`src/rtl/decod_scan_ctrl_pkg.sv`:
```
`default_nettype none
// ============================================================================
//  Module      : decod_scan_ctrl_pkg
//  Description : Shared state encoding, widths and helpers for the
//                time-multiplexed row/segment decoder scan controller.
//  Revision    : 1.0 - initial release
// ============================================================================
package decod_scan_ctrl_pkg;

    // Width of one row code: bit2=A, bit1=B, bit0=C
    localparam int CODE_W   = 3;
    // The shared 3-bit decoder can address at most this many rows
    localparam int MAX_ROWS = 8;
    // Row index width, sized for MAX_ROWS
    localparam int IDX_W    = 3;

    // Scan sequencer state encoding
    localparam logic [1:0] ST_IDLE  = 2'd0;
    localparam logic [1:0] ST_BLANK = 2'd1;
    localparam logic [1:0] ST_SHOW  = 2'd2;

    // Row index after idx, wrapping from last back to row 0
    function automatic logic [IDX_W-1:0] next_row(
        input logic [IDX_W-1:0] idx,
        input logic [IDX_W-1:0] last
    );
        return (idx == last) ? '0 : idx + IDX_W'(1);
    endfunction

endpackage
`default_nettype wire

```
`src/rtl/decod_scan_bank.sv`:
```
`default_nettype none
// ============================================================================
//  Module      : decod_scan_bank
//  Description : ROWS x 3-bit double-buffered code bank. The host writes the
//                shadow copy; the whole shadow is copied into the active copy
//                on swap. The read port returns the active code for rd_idx,
//                or the code being swapped in when swap is high so the
//                caller can present the new value on the swap cycle.
//  Revision    : 1.0 - initial release
// ============================================================================
module decod_scan_bank
    import decod_scan_ctrl_pkg::*;
#(
    parameter int ROWS = 8
) (
    input  logic              clk,
    input  logic              rst_n,
    input  logic              wr_en,
    input  logic [IDX_W-1:0]  wr_addr,
    input  logic [CODE_W-1:0] wr_data,
    input  logic              swap,
    input  logic [IDX_W-1:0]  rd_idx,
    output logic [CODE_W-1:0] rd_data
);

    logic [CODE_W-1:0] r_shadow [ROWS];
    logic [CODE_W-1:0] r_active [ROWS];

    // Shadow write port and shadow->active copy; the copy takes the
    // pre-write shadow contents when both happen in the same cycle.
    // Addresses at or beyond ROWS match no entry and are dropped.
    always_ff @(posedge clk or negedge rst_n) begin
        if (!rst_n) begin
            for (int i = 0; i < ROWS; i++) begin
                r_shadow[i] <= '0;
                r_active[i] <= '0;
            end
        end else begin
            for (int i = 0; i < ROWS; i++) begin
                if (swap) begin
                    r_active[i] <= r_shadow[i];
                end
                if (wr_en && (wr_addr == IDX_W'(i))) begin
                    r_shadow[i] <= wr_data;
                end
            end
        end
    end

    // Read mux with swap bypass so the incoming code is visible immediately
    always_comb begin
        rd_data = '0;
        for (int i = 0; i < ROWS; i++) begin
            if (rd_idx == IDX_W'(i)) begin
                rd_data = swap ? r_shadow[i] : r_active[i];
            end
        end
    end

endmodule
`default_nettype wire

```
`src/rtl/decod_scan_ctrl.sv`:
```
`default_nettype none
// ============================================================================
//  Module      : decod_scan_ctrl
//  Description : Time-multiplexed scan controller for a shared 3-bit
//                row/segment decoder. Steps through ROWS rows, each preceded
//                by BLANK all-off cycles and then enabled for DWELL cycles.
//                Host code updates land in a shadow bank and are swapped in
//                only at a frame boundary (entry into row 0), or immediately
//                while idle.
//  Revision    : 1.0 - initial release
// ============================================================================
module decod_scan_ctrl
    import decod_scan_ctrl_pkg::*;
#(
    parameter int ROWS  = 8,
    parameter int DWELL = 1000,
    parameter int BLANK = 4,
    parameter int CNT_W = 16
) (
    input  logic              clk,
    input  logic              rst_n,
    input  logic              en,
    input  logic              wr_en,
    input  logic [IDX_W-1:0]  wr_addr,
    input  logic [CODE_W-1:0] wr_data,
    input  logic              commit,
    output logic              A,
    output logic              B,
    output logic              C,
    output logic [ROWS-1:0]   row_en_n,
    output logic              frame_start,
    output logic              commit_done,
    output logic              busy
);

    localparam logic [CNT_W-1:0] c_dwell_last  = CNT_W'(DWELL - 1);
    localparam logic [CNT_W-1:0] c_blank_last  = CNT_W'((BLANK > 0) ? BLANK - 1 : 0);
    localparam logic [1:0]       c_first_phase = (BLANK > 0) ? ST_BLANK : ST_SHOW;
    localparam logic [IDX_W-1:0] c_last_row    = IDX_W'(ROWS - 1);

    logic [1:0]        r_state;
    logic [IDX_W-1:0]  r_row_idx;
    logic [CNT_W-1:0]  r_cnt;
    logic              r_pending;
    logic [CODE_W-1:0] r_code;
    logic [ROWS-1:0]   r_row_en_n;
    logic              r_frame_start;
    logic              r_commit_done;
    logic              r_busy;

    logic [1:0]        w_nxt_state;
    logic [IDX_W-1:0]  w_nxt_idx;
    logic [CNT_W-1:0]  w_nxt_cnt;
    logic              w_enter_row;
    logic              w_boundary;
    logic              w_swap;
    logic              w_nxt_pending;
    logic [ROWS-1:0]   w_nxt_row_en_n;
    logic [CODE_W-1:0] w_rd_data;

    // Code bank; reads the row about to be presented so the registered
    // code lines up with the registered row enables
    decod_scan_bank #(
        .ROWS (ROWS)
    ) u_bank (
        .clk     (clk),
        .rst_n   (rst_n),
        .wr_en   (wr_en),
        .wr_addr (wr_addr),
        .wr_data (wr_data),
        .swap    (w_swap),
        .rd_idx  (w_nxt_idx),
        .rd_data (w_rd_data)
    );

    // Next-state sequencing: phase counters, row advance, and row entry
    always_comb begin
        w_nxt_state = ST_IDLE;
        w_nxt_idx   = '0;
        w_nxt_cnt   = '0;
        w_enter_row = 1'b0;
        if (en) begin
            case (r_state)
                ST_IDLE: begin
                    w_nxt_state = c_first_phase;
                    w_enter_row = 1'b1;
                end
                ST_BLANK: begin
                    w_nxt_idx = r_row_idx;
                    if (r_cnt == c_blank_last) begin
                        w_nxt_state = ST_SHOW;
                    end else begin
                        w_nxt_state = ST_BLANK;
                        w_nxt_cnt   = r_cnt + CNT_W'(1);
                    end
                end
                ST_SHOW: begin
                    if (r_cnt == c_dwell_last) begin
                        w_nxt_state = c_first_phase;
                        w_nxt_idx   = next_row(r_row_idx, c_last_row);
                        w_enter_row = 1'b1;
                    end else begin
                        w_nxt_state = ST_SHOW;
                        w_nxt_idx   = r_row_idx;
                        w_nxt_cnt   = r_cnt + CNT_W'(1);
                    end
                end
                default: begin
                    w_nxt_state = ST_IDLE;
                end
            endcase
        end
    end

    // Swap decision, pending-commit tracking and next row-enable pattern.
    // A swap happens on entry into row 0, or straight away while idle.
    always_comb begin
        w_boundary     = w_enter_row && (w_nxt_idx == '0);
        w_swap         = (commit || r_pending) &&
                         (w_boundary || ((r_state == ST_IDLE) && !en));
        w_nxt_pending  = !w_swap && (commit || r_pending);
        w_nxt_row_en_n = '1;
        for (int i = 0; i < ROWS; i++) begin
            if ((w_nxt_state == ST_SHOW) && (w_nxt_idx == IDX_W'(i))) begin
                w_nxt_row_en_n[i] = 1'b0;
            end
        end
    end

    // Sequencer state and registered outputs; the code lines hold their
    // last value while idle
    always_ff @(posedge clk or negedge rst_n) begin
        if (!rst_n) begin
            r_state       <= ST_IDLE;
            r_row_idx     <= '0;
            r_cnt         <= '0;
            r_pending     <= 1'b0;
            r_code        <= '0;
            r_row_en_n    <= '1;
            r_frame_start <= 1'b0;
            r_commit_done <= 1'b0;
            r_busy        <= 1'b0;
        end else begin
            r_state       <= w_nxt_state;
            r_row_idx     <= w_nxt_idx;
            r_cnt         <= w_nxt_cnt;
            r_pending     <= w_nxt_pending;
            r_row_en_n    <= w_nxt_row_en_n;
            r_frame_start <= w_boundary;
            r_commit_done <= w_swap;
            r_busy        <= (w_nxt_state != ST_IDLE);
            if (w_nxt_state != ST_IDLE) begin
                r_code <= w_rd_data;
            end
        end
    end

    assign {A, B, C}   = r_code;
    assign row_en_n    = r_row_en_n;
    assign frame_start = r_frame_start;
    assign commit_done = r_commit_done;
    assign busy        = r_busy;

endmodule
`default_nettype wire

```
`config.mk`:
```
export PLATFORM = sky130hd
export DESIGN_NAME = decod_scan_ctrl
export DESIGN_NICKNAME = d
export VERILOG_FILES = /design/src/rtl/decod_scan_ctrl_pkg.sv /design/src/rtl/decod_scan_bank.sv /design/src/rtl/decod_scan_ctrl.sv
export SDC_FILE = /design/constraint.sdc
export NUM_CORES = 1
export LEC_CHECK = 0
export BUFFER_PORTS_ARGS = -buffer_cell sky130_fd_sc_hd__buf_2
export CAP_MARGIN = 15
export CORE_ASPECT_RATIO = 0.9
export CORE_MARGIN = 2
export CORE_UTILIZATION = 40
export CTS_BUF_LIST = sky130_fd_sc_hd__clkbuf_8
export DETAILED_ROUTE_END_ITERATION = 6
export GPL_TIMING_DRIVEN = 0
export HOLD_SLACK_MARGIN = 0.1
export PLACE_DENSITY = 0.64
export SLEW_MARGIN = 40
export SYNTH_ARGS = -nofsm -noshare
export SYNTH_HDL_FRONTEND = slang
export SYNTH_HIERARCHICAL = 1
export SYNTH_SLANG_ARGS = --single-unit
```
`constraint.sdc`:
```
create_clock -name clk -period 3.5 [get_ports clk]
set_input_delay 0.35 -clock clk [delete_from_list [all_inputs] [get_ports clk]]
set_output_delay 0.35 -clock clk [all_outputs]
set_load 0.005 [all_outputs]
```
==> After elaboration in Yosys (flattened, before gate mapping) <==
Cells that the tools add are included.
{ "word_totals": {"reg_bits": 84, "elab_cells": 114, "output_inout_bits": 14} }
{ "op_classes": {"n_reduce_logical": 28, "addsub": 2, "muxes": 39, "eq_ne": 20} }
{ "ops": {"columns": ["op", "n"], "rows": [
  ["two-way mux 3 bit", 19],
  ["two-way mux 16 bit", 3],
  ["case mux 16 bit (2 select lines)", 1],
  ["equality test 3 bit (second input constant)", 9],
  ["logical AND 1 bit", 20],
  ["adder 16 x 1 -> 16 bit (second input constant)", 1],
  ["equality test 16 x 10 -> 1 bit (second input constant)", 1],
  ["equality test 16 x 2 -> 1 bit (second input constant)", 1],
  ["equality test 3 x 2 -> 1 bit (second input constant)", 4],
  ["two-way mux 1 bit", 10],
  ["equality test 3 x 1 -> 1 bit (second input constant)", 2],
  ["logical NOT 3 bit", 2],
  ["two-way mux 2 bit", 3],
  ["case mux 2 bit (3 select lines)", 1],
  ["case mux 3 bit (2 select lines)", 1],
  ["equality test 2 bit (second input constant)", 2],
  ["adder 3 x 1 -> 3 bit (second input constant)", 1],
  ["equality test 2 x 1 -> 1 bit (second input constant)", 1],
  ["logical NOT 1 bit", 2],
  ["logical NOT 2 bit", 1],
  ["logical OR 1 bit", 2],
  ["case mux 1 bit (2 select lines)", 1],
  ["nonzero test 2 bit", 1]
]} }

==> Longest topological paths before layout <==
{ "depth": {"depth_word": 18, "depth_mapped": 15, "ltp_nobuf": 12} }

==> Hierarchy <==
The synthesis kept the hierarchy.
{ "modules_own_cells": {"columns": ["module", "instances", "seq_area_each_um2", "area_each_um2", "cells_each"], "rows": [
  ["decod_scan_bank", 1, 1201.2, 2137.0, 138],
  ["decod_scan_ctrl", 1, 910.9, 1825.5, 175]
]} }

==> Worst setup path before layout <==
No wires, ideal clock.
{ "synth_path": {"path_kind": "register -> register", "startpoint": "reg r_row_idx[0]", "endpoint": "reg r_code[0]", "arrival_ns": 3.228, "period_less_slack_ns": 3.352, "path_buffers": 2, "setup_time_ns": 0.125, "t_required_ns": 3.375, "slack_ns": 0.148, "stages_incl_launch_ff": 14, "path_cell_list": "dfrtp_1 > ha_1 > ha_1 > nor2_1 > o21ai_0 > and2_0 > a311o_1 > o211a_1 > buf_6 > buf_12 > mux2_4 > mux2_2 > mux4_2 > mux2_2"} }
{ "synth_via": {"elab_chain_cells": 18, "elab_cells_between_ends": 33} }
{ "synth_rtl": {"columns": ["item", "line_no", "rtl"], "rows": [
  ["start, declared", "decod_scan_ctrl.sv:42", "logic [IDX_W-1:0] r_row_idx;"],
  ["start signal, assigned", "decod_scan_ctrl.sv:145", "r_row_idx <= w_nxt_idx;"],
  ["adder 3 x 1 -> 3 bit / equality test 3 bit (equally long branches)", "decod_scan_ctrl_pkg.sv:27", "return (idx == last) ? '0 : idx + IDX_W'(1);"],
  ["two-way mux 3 bit", "decod_scan_ctrl_pkg.sv:27", null],
  ["two-way mux 3 bit", "decod_scan_ctrl.sv:98", "if (r_cnt == c_dwell_last) begin"],
  ["case mux 3 bit (2 select lines) *", "decod_scan_ctrl.sv:83", "case (r_state)"],
  ["two-way mux 3 bit *", "decod_scan_ctrl.sv:82", "if (en) begin"],
  ["logical NOT 3 bit *", "decod_scan_ctrl.sv:118", "w_boundary = w_enter_row && (w_nxt_idx == '0);"],
  ["logical AND 1 bit *", "decod_scan_ctrl.sv:118", null],
  ["logical OR 1 bit *", "decod_scan_ctrl.sv:120", "(w_boundary || ((r_state == ST_IDLE) && !en));"],
  ["logical AND 1 bit *", "decod_scan_ctrl.sv:119", "w_swap = (commit || r_pending) &&"],
  ["net w_swap", "decod_scan_ctrl.sv:56", "logic w_swap;"],
  ["two-way mux 3 bit", null, null],
  ["two-way mux 3 bit (7 in series)", "decod_scan_bank.sv:54", "if (rd_idx == IDX_W'(i)) begin"],
  ["two-way mux 3 bit *", "decod_scan_bank.sv:54", null],
  ["net w_rd_data[0]", "decod_scan_ctrl.sv:59", "logic [CODE_W-1:0] w_rd_data;"],
  ["end signal, assigned", "decod_scan_ctrl.sv:153", "r_code <= w_rd_data;"],
  ["end, declared", "decod_scan_ctrl.sv:45", "logic [CODE_W-1:0] r_code;"]
]} }
Mark *: on every way through the listed nets, which the timed path passes. The rest lies on a longest branch.
A chain may end at the register's enable or synchronous reset.

==> Worst setup path in the final report <==
{ "layout_path": {"startpoint": "reg r_cnt[15]", "endpoint": "reg r_code[0]"} }
{ "layout_via": {"elab_chain_cells": 17, "elab_cells_between_ends": 40} }
{ "layout_rtl": {"columns": ["item", "line_no", "rtl"], "rows": [
  ["start, declared", "decod_scan_ctrl.sv:43", "logic [CNT_W-1:0] r_cnt;"],
  ["start signal, assigned", "decod_scan_ctrl.sv:146", "r_cnt <= w_nxt_cnt;"],
  ["equality test 16 x 10 -> 1 bit *", "decod_scan_ctrl.sv:98", null],
  ["two-way mux 3 bit", "decod_scan_ctrl.sv:98", null],
  ["case mux 3 bit (2 select lines)", "decod_scan_ctrl.sv:83", null],
  ["two-way mux 3 bit", "decod_scan_ctrl.sv:82", null],
  ["logical NOT 3 bit", "decod_scan_ctrl.sv:118", null],
  ["logical AND 1 bit *", "decod_scan_ctrl.sv:118", null],
  ["logical OR 1 bit *", "decod_scan_ctrl.sv:120", null],
  ["logical AND 1 bit *", "decod_scan_ctrl.sv:119", null],
  ["net w_swap", "decod_scan_ctrl.sv:56", null],
  ["two-way mux 3 bit", null, null],
  ["two-way mux 3 bit (7 in series)", "decod_scan_bank.sv:54", null],
  ["two-way mux 3 bit *", "decod_scan_bank.sv:54", null],
  ["net w_rd_data[0]", "decod_scan_ctrl.sv:59", null]
]} }
Marked as above.

==> results <==
- The congestion estimate from routability-driven global placement came to 0.728.
- The detailed router placed 2597 vias in this run.
- The overall routed net length is 7.82 mm.
- The flow ran to the end, and the final reports show no timing, DRC or antenna violations.
- The number of max-cap violations is 0.
- sky130_fd_sc_hd__dfrtp_1 takes more of the synthesized area than any other cell.
- Setup violations remaining at the end of the flow were counted as 0.
- The ratio of total power to cell area is 487 mW/mm^2.
- The master cell of the clock root buffer is sky130_fd_sc_hd__clkbuf_8.
- The antenna violation net count after detailed routing is 0.
- The worst slack after detailed placement is -160 ps.
- The synthesized net count is 331.
- The proportion of power drawn by combinational gates is 17.7%.
- After layout, the worst setup slack is 85.1 ps.
- The overall overflow remaining after global route is 0.
- The number of max-slew violations in the final report came to 0.
- Entering global routing, the biggest net connects 60 pins.
- IR analysis of the VDD net gives a maximum drop of 0.255 mV.
- The timing-limited maximum frequency is 293 MHz.
- The filler cells instantiated in the layout total 877.
- Clock latency on the worst-skew pair, taken at its later pin, is 360 ps.
- The worst setup path is launched from a register.
- In this run the tightest slew margin relative to its limit is 53.6%.
- The number of hold-slack violations in the final timing report is 0.
- Of the total synthesized cell area, the portion taken by AND, OR, NAND and NOR gates is 14.2%.
- The clock network power share is 28.4%.
- After synthesis, the largest family of logic cells by area is multiplexers.
- After legalization and detailed placement, the total HPWL measured 5.39 mm.
- The post-route netlist has 40.5% of its cells at a drive strength greater than 1.
- The number of buffers on the longest clock path is 2.
- Sequential cells were found to cover 53.3% of the synthesized design area.
- The worst register-to-register path has a setup slack of 90 ps.
- The number of cells on the worst hold path is 3.
- The worst setup path is of the register to register kind.
- The internal power of the cells is 1.66 mW.
- Clock tree synthesis inserted a total of 9 buffers.
- The level count of the clock H-tree is 3.
- Ranked by instance count, the synthesized netlist is headed by 76 x sky130_fd_sc_hd__dfrtp_1, 47 x sky130_fd_sc_hd__mux2_2, 31 x sky130_fd_sc_hd__nor2_1.
- The die is 98.4 um tall.
- The most frequent cell after synthesis is sky130_fd_sc_hd__dfrtp_1.
- For the worst flop-to-flop path, the logic depth is 11.
- The width of the chip is 109 um.
- In this run, flip-flops and latches consume 53.9% of the power.
- The count of placed standard cells including taps is 464.
- At the worst endpoint, the arrival time is 3660 ps.
- The overall die area is 0.0107 mm^2.
- In this run the static leakage power is 1.94 nW.
- The number of unique standard cell types used by synthesis is 51.
- Yosys attributes the largest share of cell area to sky130_fd_sc_hd__dfrtp_1 48%, sky130_fd_sc_hd__mux2_2 13%, sky130_fd_sc_hd__dfstp_2 5.3%.
- The global routing usage summed across all routing layers is 15.5%.
- The post-synthesis adder-cell area fraction is 2.21%.
- The number of antenna diodes is 0.
- After clock tree synthesis, the clock-pin slew on the worst setup and hold paths is 90 ps.
- Once layout is complete, the cells apart from fillers number 494.
- Across the routed clock network, the largest skew measured is 15.3 ps.
- In this run the worst path has a maximum fanout of 10.
- Synthesis handed over a netlist of 313 instances.
- The initial antenna violation count came to 0.
- The count of pins on the block boundary is 25.
- The effective utilization at floorplan is 41.0%.
- TritonCTS built the clock tree.
- The initialized floorplan defines 34 standard-cell rows.
- The worst hold path begins at commit.
- The final critical path takes up 97.6% of the cycle.
- The first-pass detailed-route iteration total is 4.
- The initial detailed-routing violation count is 107.
- For the pin with the worst max-slew slack, the measured transition is 690 ps.
- The core region area is 0.00966 mm^2.
- The ratio of routed vias to standard cells is 5.26.
- The fraction of the mapped netlist area in compound gates is 4.70%.
- The required time at the endpoint of the critical path is 3750 ps.
- The synthesis-to-layout area growth is 16.8%.
- The share of Yosys cell area claimed by the top area cell type is 48.0%.
- The fraction of synthesis flops using an asynchronous set or reset pin is 100%.
- On the final layout, the worst hold slack is 273 ps.
- In the synthesized netlist the dominant register cell turns out to be sky130_fd_sc_hd__dfrtp_1.
- The total design power is 2.25 mW.
- In this run the critical register-to-register path is launched from r_cnt[15]$_DFF_PN0_.
- For this run, the share of the core covered by cells in the final layout is 47.9%.
- After synthesis the cells add up to 0.00396 mm^2.
- The synthesized netlist devotes 3.09% of its cell area to XOR and XNOR gates.
- The number of enable flip-flop cells after synthesis is 0.
- The type of element capturing the critical path is a register.
- The worst hold-check path type is input port to register.
- In this run the critical register-to-register path is captured at r_code[0]$_DFFE_PN0P_.
- The net total in the final layout is 381.
- The switching part of the total is 26.2%.
- The first-pass GRT wire length is 12.9 mm.
- Dividing the detail-routed wire length by the instance count gives 15.8 um.
- The via count of the first global-routing pass is 2529.
- The post-synthesis mux area share is 19.9%.
- The power dissipated by switching net loads is 0.590 mW.
- Port buffering added 24 buffers.
- The post-synthesis register bit count is 84.
- The hold-critical path endpoint is r_pending$_DFF_PN0_.
- Subtracting the final worst setup slack from the clock period gives 3410 ps.
- The post-synthesis area per instance is 12.7 um^2.
- During synthesis, Yosys emitted a total of 6 warnings.
- After detailed routing, the number of remaining DRC violations is 0.
- Clock tree synthesis found a total of 84 sinks.
==> critical path: stages (launching register included) <==
cell,delay [ps]
sky130_fd_sc_hd__dfrtp_1,430
sky130_fd_sc_hd__nor4_4,370
sky130_fd_sc_hd__and4_4,330
sky130_fd_sc_hd__nor2_1,60
sky130_fd_sc_hd__a311o_1,330
sky130_fd_sc_hd__o211a_1,140
sky130_fd_sc_hd__buf_6,150
sky130_fd_sc_hd__buf_12,150
sky130_fd_sc_hd__mux2_4,300
sky130_fd_sc_hd__mux2_2,290
sky130_fd_sc_hd__mux4_2,480
sky130_fd_sc_hd__mux2_2,270
==> what timing repair did <==
action,in CTS,in global routing
buffers inserted,6,7
hold buffers,1,0
pin swaps,4,5
endpoints found under the hold margin,25,0
gates cloned,0,1
setup endpoints to repair,3,3
gates resized for setup,12,13
==> per-stage QoR <==
step | instance area (um^2) | setup TNS, ps
after floorplan | 3960 | 0
after global placement | 4240 | -347
after detailed placement | 4270 | -415
after CTS | 4540 | 0
after global routing | 4630 | -13.9
final | 4630 | 0
==> power groups by stage <==
stage / clock (mW) / combinational [mW] / sequential [mW]
floorplan: 0 / 0.286 / 1.21
global placement: 0 / 0.381 / 1.22
detailed placement: 0 / 0.395 / 1.24
CTS: 0.663 / 0.402 / 1.22
global route: 0.703 / 0.439 / 1.23
finish: 0.640 / 0.399 / 1.22
==> worst max path at each step <==
stage | startpoint | endpoint | cells past startpoint
after CTS | r_cnt[0]$_DFF_PN0_ | r_code[0]$_DFFE_PN0P_ | 13
after global placement | r_row_idx[0]$_DFF_PN0_ | r_code[0]$_DFFE_PN0P_ | 13
after floorplan | r_row_idx[0]$_DFF_PN0_ | r_code[0]$_DFFE_PN0P_ | 13
after global routing | r_cnt[7]$_DFF_PN0_ | r_code[1]$_DFFE_PN0P_ | 12
after detailed placement | r_row_idx[0]$_DFF_PN0_ | r_code[0]$_DFFE_PN0P_ | 13
final | r_cnt[15]$_DFF_PN0_ | r_code[0]$_DFFE_PN0P_ | 11
==> cell families after synthesis <==
logic type	Yosys count
and+or+nand+nor	102
xor gates and xnor gates	14
AOI/OAI and AO/OA	25
adders and majority gates	7
muxes	64
DFF	84
buffers and inverters	17
==> flip-flops by register name (all words and copies together) (netlist names) <==
name / count
u_bank/r_active: 24
u_bank/r_shadow: 24
r_cnt: 16
row_en_n: 8
r_code: 3
r_row_idx: 3
r_state: 2
busy: 1
commit_done: 1
frame_start: 1
r_pending: 1
==> cell usage in the layout, fill, tap and decap left out, drive strengths merged, types with 6 or more instances in the layout <==
| cell type | count |
|---|---|
| nand3 | 8 |
| inv | 7 |
| clkbuf | 13 |
| dfrtp | 76 |
| nand2 | 18 |
| mux2 | 61 |
| nand4 | 6 |
| xnor2 | 9 |
| buf | 46 |
| ha | 7 |
| and2 | 6 |
| nor2 | 31 |
| dfstp | 8 |
==> layer usage <==
layer  up-vias  wire length (um)  global-route usage (%)
met2        53              3710                    24.3
met3        14               260                    4.30
li1       1213                 -                       -
met4         0               125                    4.14
met1      1317              3730                    21.2
met5         -                 0                       0
==> layout make-up <==
class / instances / area [um^2] / share of cell area [%]
flip-flops and latches: 84 / 2120 / 45.8
multi-input cells: 213 / 1800 / 38.9
repair buffers: 39 / 262 / 5.65
well taps: 126 / 158 / 3.41
clock buffers: 10 / 138 / 2.97
plain buffers: 11 / 85.1 / 1.84
clock inverters: 6 / 46.3 / 1.00
inverters: 5 / 18.8 / 0.406
No activity file was read; power rests on OpenSTA's default activity.
